<file path="config.mk">
export PLATFORM = sky130hd
export DESIGN_NAME = alu_operand_stage
export DESIGN_NICKNAME = d
export VERILOG_FILES = /design/src/rtl/mips_pkg.sv /design/src/rtl/operand_fwd_mux.sv /design/src/rtl/alu_operand_stage.sv
export SDC_FILE = /design/constraint.sdc
export NUM_CORES = 1
export LEC_CHECK = 0
export BUFFER_PORTS_ARGS = -buffer_cell sky130_fd_sc_hd__buf_2
export CAP_MARGIN = 25
export CORE_MARGIN = 2
export CORE_UTILIZATION = 30
export DETAILED_ROUTE_END_ITERATION = 12
export GPL_TIMING_DRIVEN = 0
export PLACE_DENSITY = 0.7
export SLEW_MARGIN = 15
export SYNTH_ARGS = -nofsm -noshare
export SYNTH_HDL_FRONTEND = slang
export SYNTH_SLANG_ARGS = --single-unit
</file>
<file path="constraint.sdc">
create_clock -name clk -period 2.1 [get_ports clk]
set_clock_uncertainty 0.1 [all_clocks]
set_input_delay 0.42 -clock clk [delete_from_list [all_inputs] [get_ports clk]]
set_output_delay 0.42 -clock clk [all_outputs]
set_load 0.03 [all_outputs]
</file>
<file path="src/rtl/mips_pkg.sv">
// Shared execute-front-end definitions: ALUfn bit positions, zero register index,
// and the result-forwarding port bundle with its match helper.
package mips_pkg;

  localparam int XLEN      = 32;
  localparam int REG_IDX_W = 5;

  localparam int ALUFN_MATH  = 0;
  localparam int ALUFN_SHFT  = 1;
  localparam int ALUFN_BOOL0 = 2;
  localparam int ALUFN_BOOL1 = 3;
  localparam int ALUFN_SUB   = 4;
  localparam int ALUFN_W     = ALUFN_SUB + 1;

  localparam logic [REG_IDX_W-1:0] REG_ZERO = 5'd0;

  typedef struct packed {
    logic                 en;
    logic [REG_IDX_W-1:0] idx;
    logic [XLEN-1:0]      data;
  } fwd_port_t;

  // r0 is hardwired to zero, so a write aimed at it never counts as a match.
  function automatic logic fwd_hit(input fwd_port_t p, input logic [REG_IDX_W-1:0] idx);
    return p.en && (p.idx == idx) && (idx != REG_ZERO);
  endfunction

endpackage

</file>
<file path="src/rtl/operand_fwd_mux.sv">
// Resolves one ALU source register: r0 -> 0, else EX/MEM over MEM/WB over regfile data.
// Purely combinational; forwarding ports are ignored unless ALU_OPERAND_FWD_EN is defined.
module operand_fwd_mux
  import mips_pkg::*;
#(
  parameter int N = XLEN
) (
  input  logic [REG_IDX_W-1:0] idx,
  input  logic [N-1:0]         reg_data,
  input  fwd_port_t            exm,
  input  fwd_port_t            wb,
  output logic [N-1:0]         operand
);

`ifdef ALU_OPERAND_FWD_EN
  always_comb begin
    operand = reg_data;
    if (idx == REG_ZERO)
      operand = '0;
    else if (fwd_hit(exm, idx))
      operand = exm.data[N-1:0];
    else if (fwd_hit(wb, idx))
      operand = wb.data[N-1:0];
  end
`else
  logic unused_fwd;
  assign unused_fwd = ^{exm, wb};

  always_comb begin
    operand = reg_data;
    if (idx == REG_ZERO)
      operand = '0;
  end
`endif

endmodule

</file>
<file path="src/rtl/alu_operand_stage.sv">
// ID/EX stage resolving ALU operands; 1-cycle latency, in_ready = ~out_valid | out_ready, held
// operands snoop MEM/WB writes while stalled. ALU_OPERAND_FWD_EN enables forwarding and snoop.
module alu_operand_stage
  import mips_pkg::*;
#(
  parameter int N   = XLEN,
  parameter int SHW = 5
) (
  input  logic                 clk,
  input  logic                 reset,
  input  logic                 in_valid,
  output logic                 in_ready,
  input  logic [REG_IDX_W-1:0] rs_idx,
  input  logic [REG_IDX_W-1:0] rt_idx,
  input  logic [N-1:0]         rs_data,
  input  logic [N-1:0]         rt_data,
  input  logic [15:0]          imm,
  input  logic [SHW-1:0]       shamt,
  input  logic                 alu_src_imm,
  input  logic                 imm_zext,
  input  logic                 shamt_sel,
  input  logic [ALUFN_W-1:0]   alu_fn_in,
  input  logic [REG_IDX_W-1:0] dest_idx_in,
  input  logic                 exm_wr_en,
  input  logic [REG_IDX_W-1:0] exm_wr_idx,
  input  logic [N-1:0]         exm_wr_data,
  input  logic                 wb_wr_en,
  input  logic [REG_IDX_W-1:0] wb_wr_idx,
  input  logic [N-1:0]         wb_wr_data,
  input  logic                 flush,
  output logic                 out_valid,
  input  logic                 out_ready,
  output logic [N-1:0]         alu_a,
  output logic [N-1:0]         alu_b,
  output logic [ALUFN_W-1:0]   alu_fn,
  output logic [REG_IDX_W-1:0] dest_idx
);

  fwd_port_t exm_port;
  fwd_port_t wb_port;
  logic [N-1:0] rs_res;
  logic [N-1:0] rt_res;
  logic [N-1:0] imm_ext;
  logic [N-1:0] a_next;
  logic [N-1:0] b_next;
  logic         accept;
  logic         snoop_a;
  logic         snoop_b;

  logic [REG_IDX_W-1:0] cap_rs_idx;
  logic [REG_IDX_W-1:0] cap_rt_idx;
  logic                 a_from_reg;
  logic                 b_from_reg;

  assign exm_port.en   = exm_wr_en;
  assign exm_port.idx  = exm_wr_idx;
  assign exm_port.data = XLEN'(exm_wr_data);
  assign wb_port.en    = wb_wr_en;
  assign wb_port.idx   = wb_wr_idx;
  assign wb_port.data  = XLEN'(wb_wr_data);

  operand_fwd_mux #(.N(N)) u_rs_mux (
    .idx      (rs_idx),
    .reg_data (rs_data),
    .exm      (exm_port),
    .wb       (wb_port),
    .operand  (rs_res)
  );

  operand_fwd_mux #(.N(N)) u_rt_mux (
    .idx      (rt_idx),
    .reg_data (rt_data),
    .exm      (exm_port),
    .wb       (wb_port),
    .operand  (rt_res)
  );

  assign imm_ext  = imm_zext ? {{(N-16){1'b0}}, imm} : {{(N-16){imm[15]}}, imm};
  assign a_next   = shamt_sel ? {{(N-SHW){1'b0}}, shamt} : rs_res;
  assign b_next   = alu_src_imm ? imm_ext : rt_res;
  assign in_ready = ~out_valid | out_ready;
  assign accept   = in_valid & in_ready;

`ifdef ALU_OPERAND_FWD_EN
  // A stalled operand would otherwise go stale when its producer retires during the stall.
  assign snoop_a = a_from_reg & fwd_hit(wb_port, cap_rs_idx);
  assign snoop_b = b_from_reg & fwd_hit(wb_port, cap_rt_idx);
`else
  logic unused_cap;
  assign unused_cap = ^{cap_rs_idx, cap_rt_idx, a_from_reg, b_from_reg};
  assign snoop_a    = 1'b0;
  assign snoop_b    = 1'b0;
`endif

  always_ff @(posedge clk) begin
    if (reset) begin
      out_valid  <= 1'b0;
      alu_a      <= '0;
      alu_b      <= '0;
      alu_fn     <= '0;
      dest_idx   <= '0;
      cap_rs_idx <= '0;
      cap_rt_idx <= '0;
      a_from_reg <= 1'b0;
      b_from_reg <= 1'b0;
    end else if (flush) begin
      out_valid <= 1'b0;
    end else if (accept) begin
      out_valid  <= 1'b1;
      alu_a      <= a_next;
      alu_b      <= b_next;
      alu_fn     <= alu_fn_in;
      dest_idx   <= dest_idx_in;
      cap_rs_idx <= rs_idx;
      cap_rt_idx <= rt_idx;
      a_from_reg <= ~shamt_sel;
      b_from_reg <= ~alu_src_imm;
    end else if (out_valid && out_ready) begin
      out_valid <= 1'b0;
    end else if (out_valid) begin
      if (snoop_a)
        alu_a <= wb_wr_data;
      if (snoop_b)
        alu_b <= wb_wr_data;
    end
  end

endmodule

</file>
==> flow_metrics.tcl, run 1 <==
set metrics [dict create \
    cap_violations 0 \
    synthCells 342 \
    ir_drop_mv 0.322 \
    max_stage_delay_ps 390 \
    grt_max_degree 13 \
    ctsHtreeMaxLevel 3 \
    ctsHoldBuffers 0 \
    global_route.overflow_total 0 \
    drive_gt1_frac 0.429 \
    post-cts-setup-buffer-count 0 \
    clock_path_buffers 2 \
    cp.arrival_ps 1020 \
    synth.yosys.seq_area_share 0.516 \
    drt_iter0_markers 78 \
    drv_slew 0 \
    worstSetupPathType "flop to primary output" \
    vias 3228 \
    drt-total-wl_microns 9230 \
    clkLatencyLatePin_ps 330 \
    p_leak_nw 2.00 \
    min_period_ps 1540 \
    die_h_microns 102 \
    tightest_slew_ps 542 \
    finalHoldViolCount 0 \
    tns_ps 0 \
    setup_viol 0 \
    place_inst 657 \
    fin_crit_sh 0.734 \
    rows 35 \
    drt_pre_antenna_iters 4 \
    cts_resized 0 \
    wl_per_cell_microns 13.7 \
    io_pins 265 \
    cts_tree "yes" \
    fin_ws_ps 558 \
    crit_required_ps 1580 \
    syn_area_per_cell_sq_um 8.51 \
    post-place-ws_ps 337 \
    cp_slowest_cell "dfxtp_1" \
    worst-path-max-fanout 5 \
    antenna_found_initial 0 \
    fin_util 0.452 \
    numCtsBuffers 9 \
    run_status "complete, no violations" \
    die_w_microns 102 \
    area_delta_synth_final_pct 44.9 \
    fin_cells 672 \
    grt_usage 0.172 \
    drtAntennaViolNets 0 \
    cts-root-buf "clkbuf_8" \
    min_from "flush" \
    rsz0062_at_grt "false" \
    fmax_ghz 0.648 \
    critPathLaunchType "flop" \
    ys_warn_count 0 \
    relSlewSlack 0.639 \
    die_area_sq_um 10500 \
    initial_core_util 0.312 \
    vias_per_cell 4.80 \
    cp_cell_sequence "nand2b_4 > buf_2" \
    io_buffers 186 \
    holdCritPathClass "input port to flop" \
    synth_cell_types 21 \
    synth-seq-cells 75 \
    nets 728 \
    core_sq_um 9330 \
    p_per_area_nw_per_um2 791 \
    grt_pass1_wl_microns 14200 \
    gp_congestion 0.841 \
    grt_pass1_vias 3153 \
    critPathCaptureType "primary output" \
    r2r-start "out_valid" \
    timing.critical_path.from "out_valid" \
    syn-num-nets 531 \
    syn_area_sq_um 2910 \
    drc 0 \
    dpl.hpwl_microns 7140 \
    path_clk_slew_ps 70 \
    cts_sinks 75 \
    antenna_cells 0 \
]
-- synth_stat cells, drive strengths merged --
library cell,count,area [sq um]
dfxtp,75,1500
a21oi,55,279
nand2,50,190
nor2,39,146
nor3,38,210
nand3,27,135
buf,22,160
a221oi,20,175
clkbuf,9,33.8
a211oi,1,7.51
a311oi,1,8.76
and2,1,8.76
inv,1,3.75
nand2b,1,13.8
nor2b,1,13.8
o211ai,1,21.3
-- critical path, delay by kind of cell, from the launching register on --
kind	cells	cell delay (ps)
buffers and inverters	1	190
flip-flops	1	390
AND/OR/NAND/NOR	1	100
-- where the power goes --
part | internal (W) | leakage, nW | switching (W) | total (W)
sequential | 0.00150 | 0.614 | 0.0000355 | 0.00153
combinational | 0.000219 | 1.28 | 0.000378 | 0.000597
clock | 0.000691 | 0.108 | 0.000516 | 0.00121
total | 0.00241 | 2.00 | 0.000930 | 0.00334
-- layout make-up --
| class | instances | area, sq um |
|---|---|---|
| fillers | 985 | 5110 |
| clock buffers | 10 | 138 |
| plain buffers | 31 | 194 |
| flip-flops and latches | 75 | 1500 |
| inverters | 1 | 3.75 |
| well taps | 129 | 161 |
| repair buffers | 186 | 931 |
| multi-input cells | 235 | 1210 |
| clock inverters | 5 | 77.6 |
-- cells in the final DEF, fill, tap and decap left out, types with 2 or more instances in the layout --
master	Yosys	routed
buf_6	6	6
nor3_1	34	34
clkbuf_8	0	10
clkinv_2	0	2
bufinv_16	0	2
nand3_1	27	27
nand2_1	49	49
a21oi_1	54	54
nor3_2	4	4
buf_2	11	197
clkbuf_1	9	9
buf_4	5	5
dfxtp_1	75	75
nor2_1	39	39
a221oi_1	20	20
-- routing by layer --
layer,up-vias,wire length [microns],GRT usage
li1,1584,-,-
met4,0,103,0.0544
met1,1492,3810,0.196
met5,-,0,0
met2,139,4550,0.306
met3,13,768,0.0540
-- flip-flops by register name, summed over array words and instances (netlist names) --
name and flops:
alu_a 32, dest_idx 5, alu_fn 5, alu_b 32, out_valid 1
-- worst paths after layout --
check / end / slack (ps) / cells after the start
hold reg to reg: alu_a[6] / 350 / 2
setup / recovery: in_ready / 560 / 2
setup reg to reg: alu_a[31] / 660 / 6
hold / removal: out_valid / 210 / 2
-- kinds of logic after synthesis --
kind of cell	count (synthesis)	synth area share
simple gates	157	0.247
flops	75	0.516
buf+inv	32	0.0680
compound gates	78	0.169
-- metrics by stage --
stage               cell area (sq um)  power, W  hold WS, ps
floorplan                        2910   0.00192          393
global placement                 4000   0.00215          340
detailed placement               4000   0.00216          345
CTS                              4220   0.00338          182
global route                     4220   0.00351          179
finish                           4220   0.00334          206
Note: power is estimated with default switching activity, not from simulation.
==> run 2, diff against run 1 <==
Settings changed: ABC_AREA from default to 1, CORE_ASPECT_RATIO from default to 1.75, PLACE_DENSITY 0.7 to 0.66.
Clock period 2.1 ns to 1.6 ns, I/O delays scaled along.
==> run 2 against run 1 <==
Via count increased by 21%. Core utilization decreased by 2.5 points. Non-clock buffer count increased by 6.
==> flow_metrics.tcl, run 2 <==
set metrics [dict create \
    final_cell_mix "buf_2, nand2_1, inv_1" \
    nets 934 \
    rsz0062_at_grt "false" \
    syn-num-nets 737 \
    grt_max_degree 13 \
    fin_util 0.427 \
    antenna_found_initial 1 \
    fin_cells 886 \
    grt_usage 0.173 \
    grt_util_met3 0.0352 \
    asyncSetResetFlopFracSynth 0 \
    yosysTopAreaCellShare 0.426 \
    cts-root-buf "clkbuf_16" \
    synth_cell_types 17 \
    ctsHtreeMaxLevel 3 \
    grt_pass1_wl_microns 17600 \
    drtAntennaViolNets 0 \
    top_regs "alu_a (32), alu_b (32)" \
    core_sq_um 11500 \
    vias_per_cell 4.40 \
    worst-path-max-fanout 10 \
    synthCells 548 \
    ys_warn_count 0 \
    clkLatencyLatePin_ps 330 \
    global_route.overflow_total 0 \
    run_status "complete, no violations" \
    relSlewSlack 0.652 \
    yosysTopAreaCell "dfxtp_1" \
    critPathLaunchType "flop" \
    io_buffers 186 \
    drt-total-wl_microns 11000 \
    syn_area_sq_um 3530 \
    fin_crit_sh 0.893 \
    numCtsBuffers 9 \
    clock_path_buffers 2 \
    min_period_ps 1430 \
    synth_flop_cell "dfxtp_1" \
    ir_drop_mv 0.540 \
    p_per_area_nw_per_um2 984 \
    cts_sinks 75 \
    drt_iter0_markers 114 \
    worstSetupPathType "flop to flop" \
    use_met1 0.189 \
    finalHoldViolCount 0 \
    drive_gt1_frac 0.304 \
    layout_commonest_cell "buf_2" \
    tightest_slew_ps 522 \
    synth.top_cells.by_count "nand2_1, inv_1, dfxtp_1, nor2_1, nand3_1" \
    synth.yosys.seq_area_share 0.426 \
    reg2regPathDepth 6 \
    dpl.hpwl_microns 8520 \
    vias 3900 \
    critPathCaptureType "flop" \
    grt_busiest_layer "met2" \
    holdCritPathClass "input port to flop" \
    io_pins 265 \
    p_leak_nw 2.81 \
    post-cts-setup-buffer-count 0 \
    syn_area_per_cell_sq_um 6.44 \
    area_delta_synth_final_pct 39.3 \
    crit_required_ps 1710 \
    die_area_sq_um 12700 \
    die_h_microns 147 \
    ctsHoldBuffers 0 \
    cts_tree "yes" \
    gp_congestion 0.772 \
    drc 0 \
    cts_resized 0 \
    synth_area_leaders "dfxtp_1, nand2_1, inv_1" \
    drv_slew 0 \
    cap_violations 0 \
    synth-edff-count 0 \
    grt_use_met2 0.316 \
    min_path_cells 3 \
    initial_core_util 0.306 \
    fmax_ghz 0.700 \
    drt_pre_antenna_iters 4 \
    grt_pass1_vias 3769 \
    place_inst 869 \
    rows 52 \
    cp.arrival_ps 1540 \
    wl_per_cell_microns 12.5 \
    path_clk_slew_ps 60 \
    synth_most_common_cell "nand2_1" \
    synth-seq-cells 75 \
    die_w_microns 86.0 \
    setup_viol 0 \
]
==> run 2: cell count changes after synthesis, moves of 20 or more <==
cell      previous run  this run
inv_1                1        92
nand2_1             49       124
nand3_1             27        66
nor2_1              39        75
nor3_1              34         0
a221oi_1            20         0
==> run 2: final timing paths <==
path / slack [ps] / end / start
min reg2reg: 360 / alu_a[14] / alu_a[14]
min: 110 / dest_idx[1] / dest_idx_in[1]
max reg2reg: 170 / alu_a[4] / out_valid
max: 170 / alu_a[4] / out_valid
==> run 2: area by class of cell <==
| class | count | area, sq um |
|---|---|---|
| multi-input cells | 343 | 1480 |
| inverters | 93 | 349 |
| repair buffers | 186 | 931 |
| well taps | 135 | 169 |
| diodes | 1 | 2.50 |
| plain buffers | 37 | 196 |
| fillers | 1310 | 6600 |
| flip-flops and latches | 75 | 1500 |
| clock inverters | 4 | 25.0 |
| clock buffers | 12 | 256 |
==> run 2: metal layers <==
| metal | vias to the layer above | share of wire |
|---|---|---|
| li1 | 2066 | - |
| met1 | 1695 | 0.39 |
| met2 | 122 | 0.52 |
| met3 | 17 | 0.059 |
| met4 | 0 | 0.027 |
| met5 | - | 0 |
==> run 2: through the flow <==
| step | hold slack [ps] | area (sq um) | total power [W] | setup WS, ps | TNS (ps) |
|---|---|---|---|---|---|
| after CTS | 93.6 | 4910 | 0.00491 | 145 | 0 |
| after detailed placement | 351 | 4630 | 0.00298 | 3.94 | 0 |
| after global routing | 114 | 4910 | 0.00509 | 15.1 | 0 |
| final | 111 | 4910 | 0.00483 | 171 | 0 |
| after global placement | 348 | 4630 | 0.00298 | -6.99 | -6.99 |
| after floorplan | 355 | 3530 | 0.00264 | 86.2 | 0 |
==> run 2: cell families after synthesis <==
logic type,share of synthesized area
simple gates,0.313
flops,0.426
compound gates,0.106
buf+inv,0.155
==> run 2: where the power goes <==
part | switching (W) | total [W] | internal (W)
combinational | 0.000583 | 0.000908 | 0.000325
sequential | 0.0000492 | 0.00202 | 0.00197
clock | 0.000773 | 0.00190 | 0.00113
total | 0.00141 | 0.00483 | 0.00343
==> run 2: worst max-delay path, cell delays in order (launching register included) <==
cell and delay (ps):
dfxtp_1 330, nand2_2 80, nand3_2 160, buf_4 240, buf_4 180, nor2_1 130, a21oi_1 80
